`config.mk`:
```
export PLATFORM = sky130hd
export DESIGN_NAME = c3po_cfg_ctrl
export DESIGN_NICKNAME = d
export VERILOG_FILES = /design/src/rtl/c3po_cfg_pkg.sv /design/src/rtl/c3po_cfg_port_slot.sv /design/src/rtl/c3po_cfg_ctrl.sv
export SDC_FILE = /design/constraint.sdc
export NUM_CORES = 1
export LEC_CHECK = 0
export CORE_MARGIN = 10
export CORE_UTILIZATION = 44
export DETAILED_ROUTE_END_ITERATION = 12
export PLACE_DENSITY = 0.9
export SLEW_MARGIN = 20
export SYNTH_ARGS = -nofsm -noshare
export SYNTH_HDL_FRONTEND = slang
export SYNTH_SLANG_ARGS = --single-unit
```
`constraint.sdc`:
```
create_clock -name clk -period 5.7 [get_ports clk]
set_input_delay 1.71 -clock clk [delete_from_list [all_inputs] [get_ports clk]]
set_output_delay 1.71 -clock clk [all_outputs]
set_load 0.03 [all_outputs]
```
`src/rtl/c3po_cfg_pkg.sv`:
```
// Shared constants and types for the C-3PO slice configuration controller.
package c3po_cfg_pkg;

  // Per-port register offsets (addr[3:0])
  localparam logic [3:0] REG_CTRL   = 4'd0;
  localparam logic [3:0] REG_STATUS = 4'd1;
  localparam logic [3:0] REG_CNT0   = 4'd2;
  localparam logic [3:0] REG_CNT1   = 4'd3;

  // Global read-only version register
  localparam logic [7:0]  ADDR_VERSION = 8'hF0;
  localparam logic [31:0] VERSION_C    = 32'hC3B0_0001;

  // CTRL register field positions
  localparam int EN_BIT    = 0;
  localparam int ID_LSB    = 4;
  localparam int FORCE_BIT = 31;

  // Host bus handshake states
  typedef enum logic {
    ST_IDLE,
    ST_RESP
  } bus_state_t;

endpackage

```
`src/rtl/c3po_cfg_port_slot.sv`:
```
// One slice's configuration slot: shadow register, pending flag and the
// committed id/enable that drive the slice. A shadow write is only committed
// while the slice's unpacker is idle; a forced write bypasses the shadow.
module c3po_cfg_port_slot
  import c3po_cfg_pkg::*;
#(
  parameter int PORT_IDX = 0
) (
  input  logic       clk,
  input  logic       reset,
  input  logic       wr,
  input  logic       wr_force,
  input  logic       wr_en,
  input  logic [3:0] wr_id,
  input  logic       idle,
  output logic [3:0] cfg_id,
  output logic       cfg_enable,
  output logic       pending
);

  logic [3:0] shadow_id;
  logic       shadow_en;

  // Commit the shadow when idle, then let a same-cycle write overlay it so a
  // new write always wins over (and re-arms after) a commit of the old shadow
  always_ff @(posedge clk) begin
    if (reset) begin
      shadow_id  <= 4'(PORT_IDX);
      shadow_en  <= 1'b0;
      cfg_id     <= 4'(PORT_IDX);
      cfg_enable <= 1'b0;
      pending    <= 1'b0;
    end else begin
      if (pending && idle) begin
        cfg_id     <= shadow_id;
        cfg_enable <= shadow_en;
        pending    <= 1'b0;
      end
      if (wr) begin
        shadow_id <= wr_id;
        shadow_en <= wr_en;
        if (wr_force) begin
          cfg_id     <= wr_id;
          cfg_enable <= wr_en;
          pending    <= 1'b0;
        end else begin
          pending <= 1'b1;
        end
      end
    end
  end

endmodule

```
`src/rtl/c3po_cfg_ctrl.sv`:
```
// Host register-access controller for the C-3PO slices. Decodes req/ack bus
// accesses, returns counters/status/version, and hands CTRL writes to the
// per-port slots that sequence reconfiguration safely.
module c3po_cfg_ctrl
  import c3po_cfg_pkg::*;
#(
  parameter int PORTS_P    = 4,
  parameter int CNT_SIZE_P = 8,
  parameter int ADDR_W     = 8,
  parameter int DATA_W     = 32
) (
  input  logic                                 clk,
  input  logic                                 reset,
  input  logic                                 req,
  input  logic                                 rd_wr,
  input  logic [ADDR_W-1:0]                    addr,
  input  logic [DATA_W-1:0]                    write_val,
  output logic                                 ack,
  output logic                                 err,
  output logic [DATA_W-1:0]                    read_val,
  input  logic [PORTS_P-1:0]                   idle,
  input  logic [PORTS_P-1:0][CNT_SIZE_P-1:0]   cnt0_val,
  input  logic [PORTS_P-1:0][CNT_SIZE_P-1:0]   cnt1_val,
  output logic [PORTS_P-1:0][3:0]              cfg_port_id,
  output logic [PORTS_P-1:0]                   cfg_port_enable,
  output logic [PORTS_P-1:0]                   pending
);

  bus_state_t              state;
  logic [3:0]              port_idx;
  logic [3:0]              reg_idx;
  logic                    is_version;
  logic                    port_ok;
  logic                    capture;
  logic                    dec_err;
  logic [DATA_W-1:0]       dec_rdata;
  logic [PORTS_P-1:0]      ctrl_wr;
  logic [CNT_SIZE_P-1:0]   sel_cnt0;
  logic [CNT_SIZE_P-1:0]   sel_cnt1;
  logic [3:0]              sel_id;
  logic                    sel_en;
  logic                    sel_idle;
  logic                    sel_pend;
  logic                    unused_write_bits;

  assign port_idx   = addr[7:4];
  assign reg_idx    = addr[3:0];
  assign is_version = (addr == ADDR_VERSION);
  assign port_ok    = (32'(port_idx) < PORTS_P);
  assign capture    = (state == ST_IDLE) && req;

  assign unused_write_bits = ^{write_val[FORCE_BIT-1:ID_LSB+4], write_val[ID_LSB-1:EN_BIT+1]};

  // Select the addressed port's live values; out-of-range ports select zero
  always_comb begin
    sel_cnt0 = '0;
    sel_cnt1 = '0;
    sel_id   = '0;
    sel_en   = 1'b0;
    sel_idle = 1'b0;
    sel_pend = 1'b0;
    for (int i = 0; i < PORTS_P; i++) begin
      if (32'(port_idx) == i) begin
        sel_cnt0 = cnt0_val[i];
        sel_cnt1 = cnt1_val[i];
        sel_id   = cfg_port_id[i];
        sel_en   = cfg_port_enable[i];
        sel_idle = idle[i];
        sel_pend = pending[i];
      end
    end
  end

  // Decode the access into an error flag and read data (zero for writes/errors)
  always_comb begin
    dec_err   = 1'b0;
    dec_rdata = '0;
    if (is_version) begin
      dec_err = rd_wr;
      if (!rd_wr) dec_rdata = DATA_W'(VERSION_C);
    end else if (!port_ok) begin
      dec_err = 1'b1;
    end else begin
      case (reg_idx)
        REG_CTRL: begin
          if (!rd_wr) begin
            dec_rdata[ID_LSB +: 4] = sel_id;
            dec_rdata[EN_BIT]      = sel_en;
          end
        end
        REG_STATUS: begin
          if (rd_wr) dec_err = 1'b1;
          else       dec_rdata[1:0] = {sel_pend, sel_idle};
        end
        REG_CNT0: begin
          if (rd_wr) dec_err = 1'b1;
          else       dec_rdata = DATA_W'(sel_cnt0);
        end
        REG_CNT1: begin
          if (rd_wr) dec_err = 1'b1;
          else       dec_rdata = DATA_W'(sel_cnt1);
        end
        default: dec_err = 1'b1;
      endcase
    end
  end

  // One-cycle CTRL write strobe to the addressed slot, only for a valid access
  always_comb begin
    ctrl_wr = '0;
    if (capture && rd_wr && !is_version && port_ok && (reg_idx == REG_CTRL)) begin
      for (int i = 0; i < PORTS_P; i++) begin
        ctrl_wr[i] = (32'(port_idx) == i);
      end
    end
  end

  // Two-state bus handshake: capture in IDLE, registered ack pulse in RESP
  always_ff @(posedge clk) begin
    if (reset) begin
      state    <= ST_IDLE;
      ack      <= 1'b0;
      err      <= 1'b0;
      read_val <= '0;
    end else begin
      case (state)
        ST_IDLE: begin
          if (req) begin
            state    <= ST_RESP;
            ack      <= 1'b1;
            err      <= dec_err;
            read_val <= dec_rdata;
          end
        end
        ST_RESP: begin
          state    <= ST_IDLE;
          ack      <= 1'b0;
          err      <= 1'b0;
          read_val <= '0;
        end
        default: state <= ST_IDLE;
      endcase
    end
  end

  for (genvar g = 0; g < PORTS_P; g++) begin : g_port
    c3po_cfg_port_slot #(
      .PORT_IDX (g)
    ) u_slot (
      .clk        (clk),
      .reset      (reset),
      .wr         (ctrl_wr[g]),
      .wr_force   (write_val[FORCE_BIT]),
      .wr_en      (write_val[EN_BIT]),
      .wr_id      (write_val[ID_LSB +: 4]),
      .idle       (idle[g]),
      .cfg_id     (cfg_port_id[g]),
      .cfg_enable (cfg_port_enable[g]),
      .pending    (pending[g])
    );
  end

endmodule

```
# Word level (Yosys, flattened, before mapping)
# Index checks and enable logic that the tools add are counted.
# totals
ff_bits	79
latch_bits	0
mem_bits_rw	0
rom_bits	0
in_bits	112
out_inout_bits	58
elab_cells	134
memories	0
# classes
addsub	0
multipliers	0
n_div	0
magnitude_cmp	1
n_eq_ne	8
n_shift	0
n_mux	83
bitwise	1
n_reduce_logical	17
# op_table
cell	n
32-bit two-way mux	4
8-bit two-way mux	10
4-bit two-way mux	18
32-bit case mux with 2 select lines	1
24-bit case mux with 2 select lines	1
1-bit two-way mux	40
4-bit by 2-bit equality test with 1-bit output, second input constant	4
4-bit case mux with 3 select lines	1
1-bit logical AND	9
4-bit by 1-bit equality test with 1-bit output, second input constant	2
8-bit equality test, second input constant	1
4-bit logical NOT	2
1-bit case mux with 2 select lines	4
2-bit nonzero test	4
4-bit by 3-bit less-than comparator with 1-bit output, second input constant	1
1-bit case mux with 4 select lines	1
2-bit case mux with 2 select lines	1
1-bit case mux with 3 select lines	1
3-bit OR reduction	1
2-bit two-way mux	1
2-bit != test, second input constant	1
1-bit logical NOT	1
1-bit inverter	1

# Depth between registers and ports, before layout
# Gate-level depths: netlist (run 1).
# depth
word_depth	11
ltp_mapped	8
ltp_nobuf	5

# Modules after synthesis
# A second synthesis (run 1) with hierarchy kept.
# unflattened
cells_unflattened	431
area_unflattened_um2	3789.9
# modules_own_cells
mod	n_inst	cells_per_inst	area_each_um2	seq_area_each_um2
c3po_cfg_ctrl	1	231	1711.6	240.2
c3po_cfg_port_slot at g_port[1].u_slot ...	2	50	523.0	220.2
c3po_cfg_port_slot at g_port[3].u_slot	1	51	523.0	220.2
c3po_cfg_port_slot at g_port[0].u_slot	1	49	509.2	220.2

# Worst setup path after synthesis (run 1)
# No wires, ideal clock.
# synth_timing
kind	input to register
start	input addr[1]
end	register g_port[1].u_slot.shadow_id[0]
setup_time_ns	0.120
t_arrival_ns	3.015
required_time_ns	5.580
path_slack_ns	2.565
path_stages	6
path_buffers	1
cell_sequence	buf_2 nor4_4 nand2_4 nor3_4 nor2b_1 a211o_1
# synth_via
elab_chain_len	6
elab_cells_between_ends	7
classes_between	eq/ne (1); mux (1); reduce/logical (5)
# synth_rtl
element	line_no	source
from (decl)	c3po_cfg_ctrl.sv:16	input logic [ADDR_W-1:0] addr,
8-bit equality test	c3po_cfg_ctrl.sv:48	assign is_version = (addr == ADDR_VERSION);
1-bit logical NOT	c3po_cfg_ctrl.sv:111	if (capture && rd_wr && !is_version && port_ok && (reg_idx == REG_CTRL)) begin
1-bit logical AND (2 in series)	c3po_cfg_ctrl.sv:111	
1-bit logical AND (*)	c3po_cfg_ctrl.sv:111	
4-bit two-way mux (*)	c3po_cfg_ctrl.sv:111	
to (signal assigned)	c3po_cfg_port_slot.sv:28	shadow_id <= 4'(PORT_IDX);
to (signal assigned)	c3po_cfg_port_slot.sv:40	shadow_id <= wr_id;
to (decl)	c3po_cfg_port_slot.sv:21	logic [3:0] shadow_id;
# Every way passes the cells marked *; elsewhere a longest branch is shown, timed or not.
# A chain may end at the register's enable or synchronous reset.

# Worst setup path after layout (run 1)
# layout_timing
start	input addr[4]
end	register g_port[3].u_slot.cfg_id[0]
# layout_via
elab_chain_len	7
elab_cells_between_ends	9
classes_between	order compare (1); eq/ne (2); mux (2); reduce/logical (4)
# layout_rtl
element	line_no	source
8-bit equality test	c3po_cfg_ctrl.sv:48	
1-bit logical NOT	c3po_cfg_ctrl.sv:111	
1-bit logical AND (3 in series)	c3po_cfg_ctrl.sv:111	
4-bit two-way mux (*)	c3po_cfg_ctrl.sv:111	
4-bit two-way mux (*)	c3po_cfg_port_slot.sv:39	if (wr) begin
to (signal assigned)	c3po_cfg_port_slot.sv:30	cfg_id <= 4'(PORT_IDX);
to (signal assigned)	c3po_cfg_port_slot.sv:35	cfg_id <= shadow_id;
to (signal assigned)	c3po_cfg_port_slot.sv:43	cfg_id <= wr_id;
to (decl)	c3po_cfg_port_slot.sv:16	output logic [3:0] cfg_id,
# Marks and branches as above.

==> metrics, run 1 <==
initial antenna violation count 0; Resized Gates After CTS 0; layout cells sized above 1 7.905%; synth top area cells dfxtp_1 32%, mux2i_1 8.0%, buf_4 7.1%, nor2_1 4.3%, a221oi_1 3.7%; htree depth 2; final setup TNS 0 ns; pre-CTS WS 1.248 ns; Global Route Usage Sum 19.87%; Max-cap violations 0; Hold Vio Cnt, Final 0; sw power 218.2 uW; total global routing overflow 0; fin. max-slew vios 0; Hold Startpoint read_val[3]$_SDFFE_PP0P_; async set or reset register ratio after synthesis 0%; largest net degree at the start of global routing 47; initial core utilization 45.35%; area taken by multi-input logic gates 0.002068 mm2; post-synthesis sequential area ratio 31.99%; number of clock sinks 56; worst-path fanout max 17; Startpoint Class input port; Synth Area in Compound Gates 22.28%; Hold WS 0.4618 ns; Final min period 4.210 ns; commonest non-fill, non-tap cell in the layout clkdlybuf4s50_1; placer congestion estimate 0.9459; synthesized flop and latch total 56; RSZ-0062 raised after global routing false; commonest cells after routing, fill and taps aside 126 x clkdlybuf4s50_1, 56 x dfxtp_1, 40 x nor2_1; status finished, final reports clean; Worst Tran Pin Value 0.8334 ns; data required time at the worst endpoint 5.91 ns; critical path class in2reg; clock buffer depth 2; layout filler cell count 649; mux contribution to synthesized area 11.53%; vias per std cell 6.030; Post-synth EDFFs 0; Routed Antenna Nets 0; vias in the first global route 3603; placed inst area 0.004638 mm2; Area Overhead vs Synth 35.52%; largest family of logic cells by synthesized area simple AND/OR/NAND/NOR gates; largest area contributor in the netlist dfxtp_1; Gate power share 19.4%; Reg power frac 47.9%; Final Util 61.46%; DR vias 3666; clk_skew 0.006573 ns; Chip Height 109.2 um; min-delay worst type reg2reg; internal power 603.9 uW; # nets final 617; crit path DAT 4.42 ns; DRT iter0 DRCs 311; CTS tree yes; Critical Path Source addr[4]; Post-Syn Area 0.003505 mm2; Detailed Routing Iterations Pass 1 5; CTS buffer count 5; hpwl dp 9582 um; worst vdd ir 0.0001014 V; P per Cell Area 173.1 mW/mm2; xor and xnor fraction of the mapped netlist area 0%; Synth Area in Adders 0%; Post-Synth Simple-Gate Area 23.21%; FF/Latch Area 0.001121 mm2; hold-fix buffers at CTS 0; CP endpoint kind flip-flop; port bufs 126; Main synth FF type dfxtp_1; ANT cells 0; drt total wl 12340 um; # rows 32; fin worst setup slack 1.490 ns; Worst-Skew Late Latency 0.32 ns; Sw Share 26.54%; post-route clock period utilization 73.87%; root buf cell clkbuf_8; Final Instance Area 0.004750 mm2; f_max 237.5 MHz; die area 0.01193 mm2; Final setup viols 0; Core ar. 0.007727 mm2; # Post-CTS Setup Buffers 0; Die W 109.2 um; Leak 0.001700 uW; Post-Syn Area per Cell 8.548 um2; area fraction of the dominant cell type after synthesis 31.99%; Cells after Synth 410; I/O pins 170; DRC violations left 0; relative slew slack 43.66%; R2R Path Start state$_SDFF_PP0_; yosys warns 0; Reg clk slew, reported paths 0.10 ns; Clk pwr share 32.7%; first-pass GRT wire length 18940 um; drt wl/cell 20.30 um; synth unique cells 59
-- Yosys cell counts (2+ instances only) --
master / count
dfxtp_1: 56
nor2_1: 40
buf_4: 33
nand2_1: 32
mux2i_1: 28
nand3_1: 18
buf_2: 17
a21oi_1: 16
a221oi_1: 15
o21ai_0: 14
a22o_1: 11
mux2_2: 11
nand2b_1: 11
a211oi_1: 9
clkbuf_1: 9
a311oi_1: 8
nor2b_1: 6
a221o_1: 5
a32oi_1: 5
o22ai_1: 5
nand4_1: 4
or3b_2: 4
nand3b_1: 3
nor3_1: 3
nor4b_1: 3
o221ai_1: 3
a211o_1: 2
a22oi_1: 2
and3_1: 2
buf_1: 2
nor4_4: 2
nor4bb_1: 2
o31ai_1: 2
or3_1: 2
-- metrics by stage --
| step | cells | power (uW) |
|---|---|---|
| floorplan | 426 | 486.5 |
| detailed placement | 600 | 559.2 |
| CTS | 608 | 818.6 |
| global placement | 600 | 556.1 |
| global route | 608 | 850.5 |
| finish | 608 | 822.2 |
-- routing by layer --
layer	GRT usage, %	part of all wire, %	vias to the layer above
li1	-	-	1671
met5	0	0	-
met2	33.63	48	234
met3	5.369	11	40
met1	23.43	38	1721
met4	7.621	3.7	0
-- power groups by stage --
stage	combinational [uW]	clock (uW)	sequential (uW)
after floorplan	81.2	0	405
after global placement	153	0	403
after detailed placement	156	0	403
after CTS	157	268	394
after global routing	169	287	394
final	159	269	394
-- final timing paths --
check / cells after the start / slack, ns / end
worst min-delay path: 2 / 0.46 / read_val[3]$_SDFFE_PP0P_
worst min register to register: 2 / 0.46 / read_val[3]$_SDFFE_PP0P_
worst max-delay path: 6 / 1.49 / g_port[3].u_slot.cfg_id[0]$_SDFF_PP1_
worst max register to register: 5 / 3.92 / g_port[0].u_slot.shadow_id[1]$_SDFFE_PP0P_
-- state kept, by name, indices dropped and copies added (netlist names) --
name	count
g_port.u_slot.cfg_id	16
g_port.u_slot.shadow_id	16
ack	1
g_port.u_slot.cfg_enable	4
g_port.u_slot.shadow_en	4
state	1
err	1
read_val	9
g_port.u_slot.pending	4
-- layout make-up --
cell class / instances / area share, %
clock inverters: 2 / 0.8166
flip-flops and latches: 56 / 23.60
well taps: 102 / 2.687
clock buffers: 6 / 1.528
repair buffers: 133 / 27.66
inverters: 2 / 0.1581
multi-input cells: 307 / 43.55
-- kinds of logic (layout without fill, tap and decap cells) --
kind of cell,count (synthesis),in the layout
AO/OA/AOI/OAI,105,105
buffers and inverters,63,143
flip-flops,56,56
multiplexers,39,39
other,1,17
AND/OR/NAND/NOR,146,146
-- worst max-delay path, cell delays in order --
cell	delay, ns
clkdlybuf4s50_1	0.95
buf_4	0.31
nor4bb_1	0.62
nand4_1	0.46
o21ai_0	0.30
nand2b_1	0.08
Power figures use the tool's default switching activity.
==> run 2: changes to the inputs <==
- CORE_UTILIZATION: 44 -> 37
- PLACE_DENSITY: 0.9 -> 0.81
- clock period: 5.7 -> 3.7 ns (I/O delays scaled with it)
==> run 2 against run 1 <==
First-iteration DRC count grew 10%. Critical path depth is the same. Hold slack gained 0.0094 ns. Non-clock buffer count grew 9. Sequential share of layout area shrank 0.49 points. Design area grew 2.1%. Clock skew grew 0.0062 ns. Count of clock-buffer cells in the layout shrank 1. Sequential cell count is the same. Register-to-register slack lost 2.1 ns. Routed wire length grew 5.0%. Critical endpoint is now read_val[7]$_SDFFE_PP0P_. Highest routed layer unchanged.
==> metrics, run 2 (same netlist as run 1, synthesis figures left out) <==
RSZ-0062 raised after global routing false; crit path DAT 3.37 ns (-1.05 ns); f_max 322.1 MHz; Global Route Usage Sum 17.88% (-2.0 points); commonest non-fill, non-tap cell in the layout clkdlybuf4s50_1; DRC violations left 0 (unchanged); fin worst setup slack 0.5953 ns (-0.8943 ns); clock buffer depth 2 (unchanged); drt total wl 12960 um (+5.0%); CP endpoint kind flip-flop; layout filler cell count 857 (+32%); total global routing overflow 0 (unchanged); critical path class in2reg; Startpoint Class input port; Critical Path Max Stage Delay 0.71 ns (-0.24 ns); Final setup viols 0 (unchanged); clk_skew 0.01274 ns (+0.006169 ns); Final Instance Area 0.004851 mm2 (+2.1%); DR vias 3614 (-1.4%); status finished, final reports clean; CTS tree yes; CTS buffer count 5 (unchanged); placer congestion estimate 0.9624 (+1.7%); cell breakdown of the critical path clkdlybuf4s50_1 -> nor2_1 -> a221o_1 -> a221oi_1 -> o22ai_1 -> a22o_1; root buf cell clkbuf_8; Reg clk slew, reported paths 0.11 ns (about the same); port bufs 126 (unchanged); relative slew slack 47.44% (+3.8 points); I/O pins 170 (unchanged); P per Cell Area 259.5 mW/mm2 (+50%); worst vdd ir 0.0001393 V (+37%); Hold Vio Cnt, Final 0 (unchanged); largest net degree at the start of global routing 46 (-2.1%); fin. max-slew vios 0 (unchanged); htree depth 2 (unchanged); # nets final 626 (+1.5%); vias per std cell 5.612 (-6.9%); Core ar. 0.009240 mm2 (+20%); layout cells sized above 1 9.709% (+1.8 points); Routed Antenna Nets 0 (unchanged); Worst Tran Pin Value 0.7824 ns (-0.05095 ns); hold-fix buffers at CTS 0 (unchanged); slowest CP cell nor2_1; ANT cells 0 (unchanged); Chip Height 117.3 um (+7.4%); final setup TNS 0 ns (unchanged); initial antenna violation count 0 (unchanged); vias in the first global route 3663 (+1.7%); Final min period 3.105 ns; hpwl dp 10190 um (+6.4%); Max-cap violations 0 (unchanged); Area Overhead vs Synth 38.41%; initial core utilization 37.93% (-7.4 points); worst-path fanout max 14 (-3); drt wl/cell 20.12 um (-0.89%); commonest cells after routing, fill and taps aside 126 x clkdlybuf4s50_1, 56 x dfxtp_1, 40 x nor2_1; die area 0.01377 mm2 (+15%); Resized Gates After CTS 0 (unchanged); Die W 117.3 um (+7.4%); number of clock sinks 56 (unchanged); top flop regs g_port.u_slot.cfg_id (16), g_port.u_slot.shadow_id (16), read_val (9); Hold WS 0.4712 ns (+0.009428 ns); data required time at the worst endpoint 3.97 ns (-1.94 ns); # Post-CTS Setup Buffers 0 (unchanged); Worst-Skew Late Latency 0.31 ns (about the same); post-route clock period utilization 83.91%; min-delay worst type reg2reg; Leak 0.001744 uW (+2.6%); DRT iter0 DRCs 342 (+10%); # rows 35 (+9.4%); Detailed Routing Iterations Pass 1 5 (unchanged); first-pass GRT wire length 20550 um (+8.5%); pre-CTS WS 0.3313 ns (-0.9170 ns); placed inst area 0.004740 mm2 (+2.2%)
==> run 2: cell count changes in the layout (fill, tap and decap cells not counted), sizes merged <==
| cell | previous run | this run |
|---|---|---|
| inv | 2 | 1 |
| clkinvlp | 0 | 1 |
| clkinv | 1 | 2 |
| buf | 7 | 16 |
| clkbuf | 6 | 5 |
==> run 2: power by group <==
part	total [uW]	leakage (uW)	internal (uW)	switching (uW)
logic	253	0.00124	125	128
registers	607	0.000452	605	1.66
clock network	399	0.0000541	201	199
==> run 2: critical path, delay by kind of cell <==
kind	cells	cell delay, ns
and+or+nand+nor	1	0.71
AOI/OAI and AO/OA	4	0.88
buffers and inverters	1	0.67
==> run 2: layout make-up <==
cell class	instances	area, um2	area share (%)
clock buffer	5	68.82	1.419
clock inverter	3	42.54	0.8770
inverter	2	7.507	0.1548
multi-input combinational	307	2068	42.64
sequential	56	1121	23.11
tap	129	161.4	3.327
timing repair buffer	142	1381	28.48
==> run 2: metal layers <==
layer	routed length (um)	vias to the layer above	track usage, %
met1	5377	1718	21.98
li1	-	1687	-
met3	1147	24	5.276
met2	6097	185	29.41
met5	0	-	0
met4	335	0	5.086
==> run 2: final timing paths <==
| check | startpoint | endpoint | slack [ns] | depth (start not counted) |
|---|---|---|---|---|
| setup reg to reg | state$_SDFF_PP0_ | g_port[1].u_slot.shadow_id[0]$_SDFFE_PP1P_ | 1.83 | 5 |
| hold / removal | read_val[3]$_SDFFE_PP0P_ | read_val[3]$_SDFFE_PP0P_ | 0.47 | 2 |
| hold reg to reg | read_val[3]$_SDFFE_PP0P_ | read_val[3]$_SDFFE_PP0P_ | 0.47 | 2 |
| setup / recovery | addr[5] | read_val[7]$_SDFFE_PP0P_ | 0.60 | 6 |
==> run 2: per-stage QoR <==
step / power (uW) / cells / util (%)
final: 1259 / 644 / 52.50
after global routing: 1300 / 644 / 52.50
after CTS: 1253 / 644 / 52.50
after detailed placement: 868.4 / 636 / 51.29
after global placement: 864.6 / 636 / 51.29
after floorplan: 749.5 / 426 / -
